`config.mk`:
```
export PLATFORM = sky130hd
export DESIGN_NAME = sync_down_counter
export DESIGN_NICKNAME = d
export VERILOG_FILES = /design/src/rtl/sync_down_counter.sv
export SDC_FILE = /design/constraint.sdc
export NUM_CORES = 1
export LEC_CHECK = 0
export ABC_AREA = 1
export CAP_MARGIN = 20
export CORE_MARGIN = 2
export CORE_UTILIZATION = 35
export CTS_BUF_LIST = sky130_fd_sc_hd__clkbuf_2 sky130_fd_sc_hd__clkbuf_4 sky130_fd_sc_hd__clkbuf_8
export DETAILED_ROUTE_END_ITERATION = 8
export DONT_BUFFER_PORTS = 1
export SLEW_MARGIN = 10
export SYNTH_ARGS = -nofsm -noshare
export SYNTH_HDL_FRONTEND = slang
export SYNTH_SLANG_ARGS = --single-unit
```
`constraint.sdc`:
```
create_clock -name clk -period 2.7 [get_ports clk]
set_clock_uncertainty 0.2 [all_clocks]
set_input_delay 0.675 -clock clk [delete_from_list [all_inputs] [get_ports clk]]
set_output_delay 0.675 -clock clk [all_outputs]
set_load 0.05 [all_outputs]
```
`src/rtl/sync_down_counter.sv`:
```
// Loadable down-counter with IDLE/COUNT/DONE control: counts from a start
// value to zero, pulses done for one cycle, and can reload, hold or abort.
module sync_down_counter #(
  parameter int WIDTH = 4
) (
  input  logic             clk,
  input  logic             reset,
  input  logic             start,
  input  logic [WIDTH-1:0] load_val,
  input  logic             auto_reload,
  input  logic             hold,
  input  logic             abort,
  output logic [WIDTH-1:0] q,
  output logic             busy,
  output logic             tc,
  output logic             done,
  output logic [1:0]       state_dbg
);

  typedef enum logic [1:0] {
    IDLE  = 2'd0,
    COUNT = 2'd1,
    DONE  = 2'd2
  } state_t;

  localparam logic [WIDTH-1:0] ONE = WIDTH'(1);

  state_t           state;
  state_t           state_nxt;
  logic [WIDTH-1:0] q_nxt;
  logic [WIDTH-1:0] reload;
  logic [WIDTH-1:0] reload_nxt;

  always_ff @(posedge clk or posedge reset) begin
    if (reset) begin
      state  <= IDLE;
      q      <= '0;
      reload <= '0;
    end else begin
      state  <= state_nxt;
      q      <= q_nxt;
      reload <= reload_nxt;
    end
  end

  // Handshake: start is a level request with an implicit ready of (state ==
  // IDLE); it is taken on any edge where both hold, and ignored otherwise.
  always_comb begin
    state_nxt  = state;
    q_nxt      = q;
    reload_nxt = reload;
    case (state)
      IDLE: begin
        if (start) begin
          q_nxt      = load_val;
          reload_nxt = load_val;
          state_nxt  = (load_val == '0) ? DONE : COUNT;
        end
      end
      COUNT: begin
        if (abort) begin
          state_nxt = IDLE;
          q_nxt     = '0;
        end else if (!hold) begin
          // A zero count here would be unreachable; saturate rather than wrap.
          if (q == '0) begin
            state_nxt = DONE;
          end else begin
            q_nxt = q - ONE;
            if (q == ONE) state_nxt = DONE;
          end
        end
      end
      DONE: begin
        if (abort) begin
          state_nxt = IDLE;
          q_nxt     = '0;
        end else if (auto_reload) begin
          q_nxt     = reload;
          state_nxt = (reload == '0) ? DONE : COUNT;
        end else begin
          state_nxt = IDLE;
          q_nxt     = '0;
        end
      end
      default: begin
        state_nxt = IDLE;
        q_nxt     = '0;
      end
    endcase
  end

  assign busy      = (state != IDLE);
  assign tc        = (q == '0);
  assign done      = (state == DONE);
  assign state_dbg = state;

endmodule

```
==> results.cfg <==
[clock_tree]
clkSinkCount = 10
cts-resized-gates = 0
cts_hold_buf = 0
cts_tree = built
post_cts_buffers = 0
cts_inserted_buffers = 3
clock-root-buffer = clkbuf_4
clkTransAtPathRegs_ps = 70
cts_max_level = 1
cts_max_path_buffers = 2
insertion_delay_ps = 260

[hold_path]
hp-class = input pin to asynchronous set/reset pin

[timing]
tightest_slew_ps = 597
max_freq_mhz = 419
slew_violations = 0
fin_ws_ps = 311
rsz0062_at_grt = no
hold_viol = 0
setup_viol = 0
final.period_utilization_pct = 88.5
layout_min_cycle_time_ps = 2390
setup_tns_ps = 0
relSlewSlack_pct = 60.2

[global_route]
grt_pass1_vias = 662
grt_overflow = 0
antenna_found_initial = 0
grt_pass1_wl_mm = 2.84
grtUsageTotal_pct = 15.3
grt_max_degree = 11

[placed_design]
dp_slack_ps = 601
dpl.hpwl_mm = 1.39
gp_congestion = 0.754
portBuffers = 0
place_area_um2 = 803

[finish]
n_antenna_cell = 0
nets = 134
fin_area_um2 = 826
final_layout_size_suffix_gt1_share_pct = 19.3
area_growth_pct = 12.8

[power_and_ir_drop]
irDropWorstVdd_v = 0.000614
p_per_area_nw_per_um2 = 1330
power.total_mw = 1.10
power_leakage_nw = 0.450

[setup_path]
critPathBufInv = 1
crit_chain = nor2_4 -> inv_1
critPathMaxStageDelay_ps = 730
cp_slowest_cell = dfrtp_1
crit_path_start_kind = flop
critPathKind = flop to primary output
regToRegStartpoint = state_dbg[0]
crit_fanout = 7
worstSetupEndpointType = primary output
worst_ep_required_time_ps = 1820
crit_arrival_ps = 1510
startpoint = state_dbg[0]
crit_family = flip-flops

[logic_synthesis]
synth_area_leaders = dfrtp_1 (34%), nand2_1 (22%), inv_1 (7.7%)
ys_seq_area_share_pct = 34.2
syn_nets = 124
synth.most_common_cell = nand2_1
ys_types = 15
syn_area_um2 = 732
yosysWarnings = 0
ys_ff_latch = 10
yosys.area.top_type = dfrtp_1
syn_area_per_cell_um2 = 6.59
syn_inst = 111
synthFlopType = dfrtp_1
yosys-top-cells-count = nand2_1 (42), inv_1 (15), nor2_1 (11)
synth-edff-count = 0
async_reset_ff_share_pct = 100
synth_top_area_share_pct = 34.2

[floorplan]
die_height_um = 49.7
pin_count = 19
rows = 16
die_w_um = 49.7
die_area_um2 = 2470
initial_core_util_pct = 37.3
coreArea_um2 = 1960

[route]
vias = 681
routedWlPerCell_um = 11.2
antenna_left = 0
routed_wl_mm = 1.63
drt-pass1-iter-count = 4
drt_iter0_markers = 10
drc = 0
viasPerCell = 4.66

[job]
drv_cap = 0

[outcome]
status = completed
flip-flops by register name, summed over array words and instances (netlist names):
register / count
state_dbg: 2
reload: 4
q: 4
power breakdown:
group | switching [mW] | total [mW] | internal (mW)
Sequential | 0.0823 | 0.301 | 0.219
Clock | 0.0515 | 0.103 | 0.0515
Combinational | 0.503 | 0.696 | 0.193
Total | 0.637 | 1.10 | 0.463
stage by stage:
| step | std cells | util, % | hold WS [ps] |
|---|---|---|---|
| after global placement | 143 | 40.9 | 305 |
| after global routing | 146 | 42.1 | 106 |
| final | 146 | 42.1 | 77.1 |
| after floorplan | 111 | - | 275 |
| after CTS | 146 | 42.1 | 92.5 |
| after detailed placement | 143 | 40.9 | 305 |
placed cells by master, fill, tap and decap left out:
cell type,synthesis,layout
buf_4,0,5
clkbuf_4,0,3
dfrtp_1,10,10
ha_1,3,3
inv_1,15,15
inv_2,3,3
mux2_2,1,1
nand2_1,42,42
nand2_2,3,3
nand2_4,1,1
nand3_1,8,8
nor2_1,11,11
nor2_2,3,3
nor2_4,3,3
nor3_1,1,1
o21ai_0,6,6
o21ai_2,1,1
area by class of cell:
cell class	instances	area [um^2]
Timing Repair Buffer	5	37.5
Clock buffer	3	22.5
Fill cell	220	1140
Inverter	18	67.6
Sequential cell	10	250
Multi-Input combinational cell	83	414
Tap cell	27	33.8
final timing paths:
check                             to  slack [ps]  depth (start not counted)
max reg2reg                     q[3]         740                          7
max in group asynchronous  reload[3]        1940                          1
min                             q[2]          80                          1
min in group clk           reload[1]         320                          2
max                             busy         310                          2
min reg2reg                reload[1]         320                          2
kinds of logic (layout without fill, tap and decap cells):
| logic type | Yosys count | after routing | share of synthesized area (%) |
|---|---|---|---|
| flip-flops | 10 | 10 | 34.2 |
| multiplexers | 1 | 1 | 1.54 |
| adder cells (fa/ha/maj) | 3 | 3 | 5.13 |
| AO/OA/AOI/OAI | 7 | 7 | 5.30 |
| buffers and inverters | 18 | 26 | 9.23 |
| AND/OR/NAND/NOR | 72 | 72 | 44.6 |
layer usage:
layer	up-vias	part of all wire [%]	global-route usage [%]	wire, um
met4	0	0.92	6.94	15
met5	-	0	0	0
met2	13	52	26.7	850
li1	352	-	-	-
met1	314	41	16.7	669
met3	2	5.8	5.15	94
Note: power is estimated with default switching activity, not from simulation.
